## config.mk

```make
export PLATFORM = sky130hd
export DESIGN_NAME = cpu_arith_unit_flat
export DESIGN_NICKNAME = d
export VERILOG_FILES = /design/src/rtl/cpu_arith_pkg.sv /design/src/rtl/cpu_arith_unit_if.sv /design/src/rtl/cpu_arith_divider.sv /design/src/rtl/cpu_arith_unit.sv /design/src/flat_wrapper.sv
export SDC_FILE = /design/constraint.sdc
export NUM_CORES = 2
export LEC_CHECK = 0
export BUFFER_PORTS_ARGS = -buffer_cell sky130_fd_sc_hd__buf_2
export CORE_ASPECT_RATIO = 0.6
export CORE_MARGIN = 2
export CORE_UTILIZATION = 45
export DETAILED_ROUTE_END_ITERATION = 8
export PLACE_DENSITY_LB_ADDON = 0.1
export SLEW_MARGIN = 30
export SYNTH_ARGS = -nofsm -noshare
export SYNTH_HDL_FRONTEND = slang
export SYNTH_SLANG_ARGS = --single-unit
```

## constraint.sdc

```tcl
create_clock -name i_clock -period 27.8 [get_ports i_clock]
set_input_delay 5.56 -clock i_clock [delete_from_list [all_inputs] [get_ports i_clock]]
set_output_delay 5.56 -clock i_clock [all_outputs]
set_load 0.01 [all_outputs]
```

## src/rtl/cpu_arith_pkg.sv

```systemverilog
// cpu_arith_pkg: shared operand width, ALU op codes and divider state encoding.
package cpu_arith_pkg;
    localparam int XLEN = 32;
    localparam logic [3:0] ALU_ADD = 4'd0;
    localparam logic [3:0] ALU_SUB = 4'd1;
    localparam logic [3:0] ALU_AND = 4'd2;
    localparam logic [3:0] ALU_OR  = 4'd3;
    localparam logic [3:0] ALU_XOR = 4'd4;
    localparam logic [3:0] ALU_SLL = 4'd5;
    localparam logic [3:0] ALU_SRL = 4'd6;
    localparam logic [3:0] ALU_SRA = 4'd7;
    localparam logic [3:0] ALU_EQ  = 4'd8;
    localparam logic [3:0] ALU_NE  = 4'd9;
    localparam logic [3:0] ALU_LT  = 4'd10;
    localparam logic [3:0] ALU_GE  = 4'd11;
    localparam logic [3:0] ALU_LTU = 4'd12;
    localparam logic [3:0] ALU_GEU = 4'd13;
    typedef enum logic [1:0] {DIV_IDLE, DIV_RUN, DIV_FIX} div_state_t;
    function automatic logic [XLEN-1:0] magnitude(input logic [XLEN-1:0] v, input logic neg);
        return neg ? -v : v;
    endfunction
endpackage

```

## src/rtl/cpu_arith_unit_if.sv

```systemverilog
// cpu_arith_unit_if: execute-stage bus into the ALU, multiplier and divider.
interface cpu_arith_unit_if;
    import cpu_arith_pkg::*;
    logic [3:0]      i_alu_op;
    logic [XLEN-1:0] i_alu_op1;
    logic [XLEN-1:0] i_alu_op2;
    logic [XLEN-1:0] o_alu_result;
    logic            o_alu_compare;
    logic            i_mul_start;
    logic            i_mul_signed;
    logic [XLEN-1:0] i_mul_op1;
    logic [XLEN-1:0] i_mul_op2;
    logic            o_mul_valid;
    logic [2*XLEN-1:0] o_mul_result;
    logic            i_div_start;
    logic            i_div_signed;
    logic [XLEN-1:0] i_div_numerator;
    logic [XLEN-1:0] i_div_denominator;
    logic            o_div_busy;
    logic            o_div_valid;
    logic [XLEN-1:0] o_div_result;
    logic [XLEN-1:0] o_div_remainder;
    modport master (
        output i_alu_op, i_alu_op1, i_alu_op2, i_mul_start, i_mul_signed, i_mul_op1, i_mul_op2,
               i_div_start, i_div_signed, i_div_numerator, i_div_denominator,
        input  o_alu_result, o_alu_compare, o_mul_valid, o_mul_result,
               o_div_busy, o_div_valid, o_div_result, o_div_remainder
    );
    modport slave (
        input  i_alu_op, i_alu_op1, i_alu_op2, i_mul_start, i_mul_signed, i_mul_op1, i_mul_op2,
               i_div_start, i_div_signed, i_div_numerator, i_div_denominator,
        output o_alu_result, o_alu_compare, o_mul_valid, o_mul_result,
               o_div_busy, o_div_valid, o_div_result, o_div_remainder
    );
endinterface

```

## src/rtl/cpu_arith_divider.sv

```systemverilog
// cpu_arith_divider: fixed 33-edge restoring radix-2 divider with sign fix-up.
module cpu_arith_divider
    import cpu_arith_pkg::*;
(
    input  logic            i_clock,
    input  logic            i_reset,
    input  logic            start,
    input  logic            is_signed,
    input  logic [XLEN-1:0] numerator,
    input  logic [XLEN-1:0] denominator,
    output logic            busy,
    output logic            valid,
    output logic [XLEN-1:0] quotient,
    output logic [XLEN-1:0] remainder
);
    div_state_t state, state_next;
    logic [4:0]      count;
    logic [XLEN-1:0] quo;
    logic [XLEN-1:0] rem;
    logic [XLEN-1:0] den;
    logic            q_neg;
    logic            r_neg;
    logic [XLEN:0]   trial;
    logic            fits;

    assign trial = {rem, quo[XLEN-1]};
    assign fits  = trial >= {1'b0, den};
    assign busy  = state != DIV_IDLE;

    always_ff @(posedge i_clock) begin
        if (i_reset) state <= DIV_IDLE;
        else         state <= state_next;
    end

    always_comb begin
        state_next = state;
        state_next = (state == DIV_IDLE && start)  ? DIV_RUN  :
                     (state == DIV_RUN  && &count) ? DIV_FIX  :
                     (state == DIV_FIX)            ? DIV_IDLE : state;
    end

    // a zero divisor keeps the all-ones quotient unsigned so both modes agree
    always_ff @(posedge i_clock) begin
        if (i_reset) begin
            count     <= '0;
            quo       <= '0;
            rem       <= '0;
            den       <= '0;
            q_neg     <= 1'b0;
            r_neg     <= 1'b0;
            valid     <= 1'b0;
            quotient  <= '0;
            remainder <= '0;
        end else begin
            valid <= 1'b0;
            case (state)
                DIV_IDLE: if (start) begin
                    quo   <= magnitude(numerator, is_signed & numerator[XLEN-1]);
                    den   <= magnitude(denominator, is_signed & denominator[XLEN-1]);
                    rem   <= '0;
                    count <= '0;
                    q_neg <= is_signed & (numerator[XLEN-1] ^ denominator[XLEN-1]) & |denominator;
                    r_neg <= is_signed & numerator[XLEN-1];
                end
                DIV_RUN: begin
                    count <= count + 5'd1;
                    rem   <= fits ? trial[XLEN-1:0] - den : trial[XLEN-1:0];
                    quo   <= {quo[XLEN-2:0], fits};
                end
                DIV_FIX: begin
                    quotient  <= magnitude(quo, q_neg);
                    remainder <= magnitude(rem, r_neg);
                    valid     <= 1'b1;
                end
                default: ;
            endcase
        end
    end
endmodule

```

## src/rtl/cpu_arith_unit.sv

```systemverilog
// cpu_arith_unit: RV32 execute-stage arithmetic: combinational ALU, pipelined
// multiplier and iterative divider sharing one clock.
module cpu_arith_unit #(
    parameter int MUL_LATENCY = 2,
    parameter int XLEN        = 32
) (
    input logic              i_clock,
    input logic              i_reset,
    cpu_arith_unit_if.slave  bus
);
    import cpu_arith_pkg::ALU_ADD, cpu_arith_pkg::ALU_SUB, cpu_arith_pkg::ALU_AND, cpu_arith_pkg::ALU_OR;
    import cpu_arith_pkg::ALU_XOR, cpu_arith_pkg::ALU_SLL, cpu_arith_pkg::ALU_SRL, cpu_arith_pkg::ALU_SRA;
    import cpu_arith_pkg::ALU_EQ, cpu_arith_pkg::ALU_NE, cpu_arith_pkg::ALU_LT, cpu_arith_pkg::ALU_GE;
    import cpu_arith_pkg::ALU_LTU, cpu_arith_pkg::ALU_GEU;

    logic [XLEN-1:0] op1;
    logic [XLEN-1:0] op2;
    logic [4:0]      shamt;
    logic [XLEN-1:0] alu_res;
    logic            alu_cmp;

    assign op1   = bus.i_alu_op1;
    assign op2   = bus.i_alu_op2;
    assign shamt = op2[4:0];

    // compare ops leave alu_res at zero so the flag alone forms the result
    always_comb begin
        alu_res = '0;
        alu_cmp = 1'b0;
        case (bus.i_alu_op)
            ALU_ADD: alu_res = op1 + op2;
            ALU_SUB: alu_res = op1 - op2;
            ALU_AND: alu_res = op1 & op2;
            ALU_OR:  alu_res = op1 | op2;
            ALU_XOR: alu_res = op1 ^ op2;
            ALU_SLL: alu_res = op1 << shamt;
            ALU_SRL: alu_res = op1 >> shamt;
            ALU_SRA: alu_res = $signed(op1) >>> shamt;
            ALU_EQ:  alu_cmp = op1 == op2;
            ALU_NE:  alu_cmp = op1 != op2;
            ALU_LT:  alu_cmp = $signed(op1) < $signed(op2);
            ALU_GE:  alu_cmp = $signed(op1) >= $signed(op2);
            ALU_LTU: alu_cmp = op1 < op2;
            ALU_GEU: alu_cmp = op1 >= op2;
            default: ;
        endcase
    end

    assign bus.o_alu_result  = alu_res | XLEN'(alu_cmp);
    assign bus.o_alu_compare = alu_cmp;

    logic [2*XLEN-1:0]    mul_a;
    logic [2*XLEN-1:0]    mul_b;
    logic [MUL_LATENCY-1:0] mul_v;
    logic [2*XLEN-1:0]    mul_p [MUL_LATENCY];

    assign mul_a = {{XLEN{bus.i_mul_signed & bus.i_mul_op1[XLEN-1]}}, bus.i_mul_op1};
    assign mul_b = {{XLEN{bus.i_mul_signed & bus.i_mul_op2[XLEN-1]}}, bus.i_mul_op2};

    // each stage only loads behind a valid, so the last stage holds its product
    always_ff @(posedge i_clock) begin
        if (i_reset) begin
            mul_v <= '0;
            for (int i = 0; i < MUL_LATENCY; i++) mul_p[i] <= '0;
        end else begin
            mul_v[0] <= bus.i_mul_start;
            if (bus.i_mul_start) mul_p[0] <= mul_a * mul_b;
            for (int i = 1; i < MUL_LATENCY; i++) begin
                mul_v[i] <= mul_v[i-1];
                if (mul_v[i-1]) mul_p[i] <= mul_p[i-1];
            end
        end
    end

    assign bus.o_mul_valid  = mul_v[MUL_LATENCY-1];
    assign bus.o_mul_result = mul_p[MUL_LATENCY-1];

    cpu_arith_divider u_div (
        .i_clock     (i_clock),
        .i_reset     (i_reset),
        .start       (bus.i_div_start),
        .is_signed   (bus.i_div_signed),
        .numerator   (bus.i_div_numerator),
        .denominator (bus.i_div_denominator),
        .busy        (bus.o_div_busy),
        .valid       (bus.o_div_valid),
        .quotient    (bus.o_div_result),
        .remainder   (bus.o_div_remainder)
    );
endmodule

```

## src/flat_wrapper.sv

```systemverilog
// flat-port wrapper written by rule: the top's interface ports become plain ports
module cpu_arith_unit_flat import cpu_arith_pkg::ALU_ADD, cpu_arith_pkg::ALU_SUB, cpu_arith_pkg::ALU_AND, cpu_arith_pkg::ALU_OR; import cpu_arith_pkg::ALU_XOR, cpu_arith_pkg::ALU_SLL, cpu_arith_pkg::ALU_SRL, cpu_arith_pkg::ALU_SRA; import cpu_arith_pkg::ALU_EQ, cpu_arith_pkg::ALU_NE, cpu_arith_pkg::ALU_LT, cpu_arith_pkg::ALU_GE; import cpu_arith_pkg::ALU_LTU, cpu_arith_pkg::ALU_GEU;
#(
    parameter int MUL_LATENCY = 2,
    parameter int XLEN        = 32
)
  (i_clock, i_reset, bus_i_alu_op, bus_i_alu_op1, bus_i_alu_op2, bus_i_mul_start, bus_i_mul_signed, bus_i_mul_op1, bus_i_mul_op2, bus_i_div_start, bus_i_div_signed, bus_i_div_numerator, bus_i_div_denominator, bus_o_alu_result, bus_o_alu_compare, bus_o_mul_valid, bus_o_mul_result, bus_o_div_busy, bus_o_div_valid, bus_o_div_result, bus_o_div_remainder);
  cpu_arith_unit_if bus_i ();
  input logic i_clock;
  input logic i_reset;
  input wire logic [$bits(bus_i.i_alu_op)-1:0] bus_i_alu_op;
  input wire logic [$bits(bus_i.i_alu_op1)-1:0] bus_i_alu_op1;
  input wire logic [$bits(bus_i.i_alu_op2)-1:0] bus_i_alu_op2;
  input wire logic [$bits(bus_i.i_mul_start)-1:0] bus_i_mul_start;
  input wire logic [$bits(bus_i.i_mul_signed)-1:0] bus_i_mul_signed;
  input wire logic [$bits(bus_i.i_mul_op1)-1:0] bus_i_mul_op1;
  input wire logic [$bits(bus_i.i_mul_op2)-1:0] bus_i_mul_op2;
  input wire logic [$bits(bus_i.i_div_start)-1:0] bus_i_div_start;
  input wire logic [$bits(bus_i.i_div_signed)-1:0] bus_i_div_signed;
  input wire logic [$bits(bus_i.i_div_numerator)-1:0] bus_i_div_numerator;
  input wire logic [$bits(bus_i.i_div_denominator)-1:0] bus_i_div_denominator;
  output wire logic [$bits(bus_i.o_alu_result)-1:0] bus_o_alu_result;
  output wire logic [$bits(bus_i.o_alu_compare)-1:0] bus_o_alu_compare;
  output wire logic [$bits(bus_i.o_mul_valid)-1:0] bus_o_mul_valid;
  output wire logic [$bits(bus_i.o_mul_result)-1:0] bus_o_mul_result;
  output wire logic [$bits(bus_i.o_div_busy)-1:0] bus_o_div_busy;
  output wire logic [$bits(bus_i.o_div_valid)-1:0] bus_o_div_valid;
  output wire logic [$bits(bus_i.o_div_result)-1:0] bus_o_div_result;
  output wire logic [$bits(bus_i.o_div_remainder)-1:0] bus_o_div_remainder;
  assign bus_i.i_alu_op = bus_i_alu_op;
  assign bus_i.i_alu_op1 = bus_i_alu_op1;
  assign bus_i.i_alu_op2 = bus_i_alu_op2;
  assign bus_i.i_mul_start = bus_i_mul_start;
  assign bus_i.i_mul_signed = bus_i_mul_signed;
  assign bus_i.i_mul_op1 = bus_i_mul_op1;
  assign bus_i.i_mul_op2 = bus_i_mul_op2;
  assign bus_i.i_div_start = bus_i_div_start;
  assign bus_i.i_div_signed = bus_i_div_signed;
  assign bus_i.i_div_numerator = bus_i_div_numerator;
  assign bus_i.i_div_denominator = bus_i_div_denominator;
  assign bus_o_alu_result = bus_i.o_alu_result;
  assign bus_o_alu_compare = bus_i.o_alu_compare;
  assign bus_o_mul_valid = bus_i.o_mul_valid;
  assign bus_o_mul_result = bus_i.o_mul_result;
  assign bus_o_div_busy = bus_i.o_div_busy;
  assign bus_o_div_valid = bus_i.o_div_valid;
  assign bus_o_div_result = bus_i.o_div_result;
  assign bus_o_div_remainder = bus_i.o_div_remainder;
  cpu_arith_unit #(.MUL_LATENCY(MUL_LATENCY), .XLEN(XLEN)) u_core (.i_clock(i_clock), .i_reset(i_reset), .bus(bus_i));
endmodule
```

==> qor.csv <==
stage,metric,value,unit
setup_path,Worst setup SP type,input pin,
sta,worst rel slew slack,0.2286,
layout,"commonest non-fill, non-tap cell in the layout",inv_1,
clock_network,Post-CTS Setup Bufs,0,
sta,fmax,0.06201,GHz
grt,Total GRT Usage,0.3215,
setup_path,FF-to-FF setup slack,24160,ps
drt,wire per inst,25.37,µm
setup_path,worst setup path category,input pin to output port,
placement,hpwl dp,171200,µm
floorplan,row cnt,104,
sta,Final Hold Fails,0,
setup_path,critical-path maximum fanout,50,
grt,grt ovf,0,
grt,largest net degree at the start of global routing,105,
synthesis,Yosys top cell area share,0.3686,
clock_network,H-tree levels,2,
sta,setup violators final,0,
layout,Register Area,7288,µm²
setup_path,Slowest cell on crit path,o311ai_0,
setup_path,worst path cell trace,"buf_2, buf_4, inv_2, buf_4, ha_1, nand2b_1, o311a_1, o311ai_0, a31oi_1, o21ai_0, a21oi_1, a221o_1, mux2i_1, xnor2_1, o21ai_0, buf_2",
clock_network,CTS tree,built,
clock_network,CTS Root Buffer Type,clkbuf_16,
grt,vias in the first global route,49450,
run_status,status,"finished, final reports clean",
setup_path,RR Endpoint,u_core.u_div.remainder[29],
setup_path,endpoint class of the critical path,output port,
sta,post-layout min period,16130,ps
sta,Final Skew,22.32,ps
placement,Placer Congestion,0.9638,
sta,RSZ-0062 raised after global routing,no,
setup_path,worst reg2reg path depth,9,
clock_network,CTS max path bufs,3,
layout,area delta synth->final,6.506,%
drt,Pre-antenna DRT Iters,6,
drt,Residual DRC,0,
placement,Place WS,11970,ps
drt,Via density,5.694,
setup_path,Top Family by Delay on Critical Path,compound AO/OA/AOI/OAI gates,
layout,layout cell share with drive strength beyond 1,0.08688,
grt,initial antenna violation count,15,
layout,"commonest non-fill, non-tap cells in the layout","inv_1, fa_1, nand2_1, and2_1, nor2_1",
drt,DR vias,50190,
synthesis,top post-synthesis cells by area,"fa_1, inv_1, ha_1",
layout,fillers,13180,
drt,Initial DRC Count,5370,
clock_network,worst skew pair latency,550,ps
synthesis,share of flip-flops with an asynchronous set or reset,0,
sta,setup TNS,0,ps
placement,dpl cell area,64050,µm²
setup_path,"slowest stage delay, CP",940,ps
sta,Min Hold Slack,450.3,ps
setup_path,"Data arrival, critical path",10570,ps
layout,"Design Area, Final",65240,µm²
synthesis,top_reg_cell synth,dfxtp_1,
synthesis,Unique masters post-synth,85,
drt,remaining antenna violation count,0,
min_path,HP Class,register to register,
floorplan,die height,289.8,µm
clock_network,Sink Count,300,
grt,first-pass GRT wire length,331500,µm
synthesis,Yosys top cell by area,fa_1,
min_path,Hold Crit Endpoint,u_core.u_div.den[21],
job,max cap viols,0,
floorplan,Die ar.,139200,µm²
sta,Slew Limit Fails,0,
clock_network,CTS Buf Count,34,
floorplan,core area,134500,µm²
clock_network,hold_buf cts,0,
floorplan,Chip Width,480.3,µm
sta,Final Cycle Share,0.5801,
layout,Multi-input gate area,47470,µm²
drt,Total Routed Length,223600,µm
min_path,worst hold start,u_core.u_div.den[21],
synthesis,"Cell Area, Synth",61260,µm²
clock_network,cts repair resizes,0,
sta,final setup margin,11670,ps
layout,nets@finish,8663,
synthesis,"flops & latches, synth",300,
synthesis,Post-synth EDFFs,128,
setup_path,reg2reg start,u_core.u_div.rem[13],
setup_path,Buf/Inv on CP,5,
synthesis,Yosys warnings,0,
setup_path,WP data required,22240,ps
floorplan,IO Pins,366,
synthesis,Synth Instances,6968,
sta,worst slew pin tran,1143,ps
min_path,Min-Delay Path Depth,2,
synthesis,register area share after synthesis,0.1190,
floorplan,Initial Utilization,0.4553,
clock_network,clock slew at reported path FFs,60,ps
synthesis,Post-Syn Nets,8645,
synthesis,Syn Area/Cell,8.791,µm²
placement,Port Buf Inserts,365,
[worst max path at each step]
stage	startpoint	to	slack, ps	cells after the start
finish	bus_i_alu_op2[2]	bus_o_alu_result[27]	11670	16
global route	bus_i_alu_op2[2]	bus_o_alu_result[27]	11510	16
CTS	bus_i_alu_op2[2]	bus_o_alu_result[27]	11940	16
detailed placement	bus_i_alu_op2[2]	bus_o_alu_result[27]	11970	16
global placement	bus_i_alu_op2[2]	bus_o_alu_result[27]	11910	16
floorplan	bus_i_alu_op2[2]	bus_o_alu_result[23]	12490	16
[routing by layer]
layer  share of wire  vias to the layer above  wire, µm  GRT usage
met4           0.014                       17      3059    0.04253
met5         0.00082                        -       184   0.004345
met3            0.14                      234     31310     0.1309
li1                -                    21910         -          -
met1            0.48                    25460    107700     0.5129
met2            0.36                     2571     81300     0.4023
[cell usage after synthesis (all sizes together) (37+ instances only)]
cell    count
inv      1221
fa       1128
nand2     933
and2      449
nor2      397
clkbuf    378
ha        347
a21oi     265
o21ai     239
dfxtp     172
edfxtp    128
xnor2     121
xor2      117
a211oi    111
buf        88
mux2i      74
a21o       70
nor3       59
mux4       48
nand3      47
a22oi      44
o31ai      40
and3       37
or3        37
[final cells by class]
class,instances,area share
Multi-Input combinational cell,4979,0.7276
Sequential cell,300,0.1117
Inverter,1223,0.07036
Timing Repair Buffer,448,0.03905
Clock inverter,16,0.002090
Tap cell,1802,0.03456
Clock buffer,44,0.01456
Antenna cell,3,0.0001151
[registers in the layout, summed over array words and instances, names as in the netlist]
name                    flops
u_core.u_div.q_neg          1
u_core.u_div.den           32
u_core.u_div.quo           32
u_core.mul_p              128
u_core.u_div.quotient      32
u_core.u_div.r_neg          1
u_core.mul_v                2
u_core.u_div.valid          1
u_core.u_div.count          5
u_core.u_div.rem           32
u_core.u_div.remainder     32
u_core.u_div.state          2
[metrics by stage]
| step | cells | utilization |
|---|---|---|
| after floorplan | 6968 | - |
| after global placement | 8748 | 0.4758 |
| after detailed placement | 8750 | 0.4760 |
| after CTS | 8810 | 0.4841 |
| after global routing | 8814 | 0.4849 |
| final | 8815 | 0.4849 |
[kinds of logic after synthesis]
logic type | Yosys count | synth area share
buf+inv | 1689 | 0.1075
flops | 300 | 0.1190
compound gates | 1037 | 0.1097
xor+xnor | 238 | 0.03403
mux | 126 | 0.03048
fa+ha+maj | 1475 | 0.4395
simple gates | 2103 | 0.1599
[worst register-to-register path, delay by kind of cell (launching register included)]
family / cells / cell delay (ps)
AO/OA/AOI/OAI: 2 / 530
XOR/XNOR: 1 / 110
flip-flops: 1 / 430
AND/OR/NAND/NOR: 6 / 2470
Power is left out: the tool's default activity adds up to more than one toggle a clock period on the data nets, which glitch-free logic cannot reach.
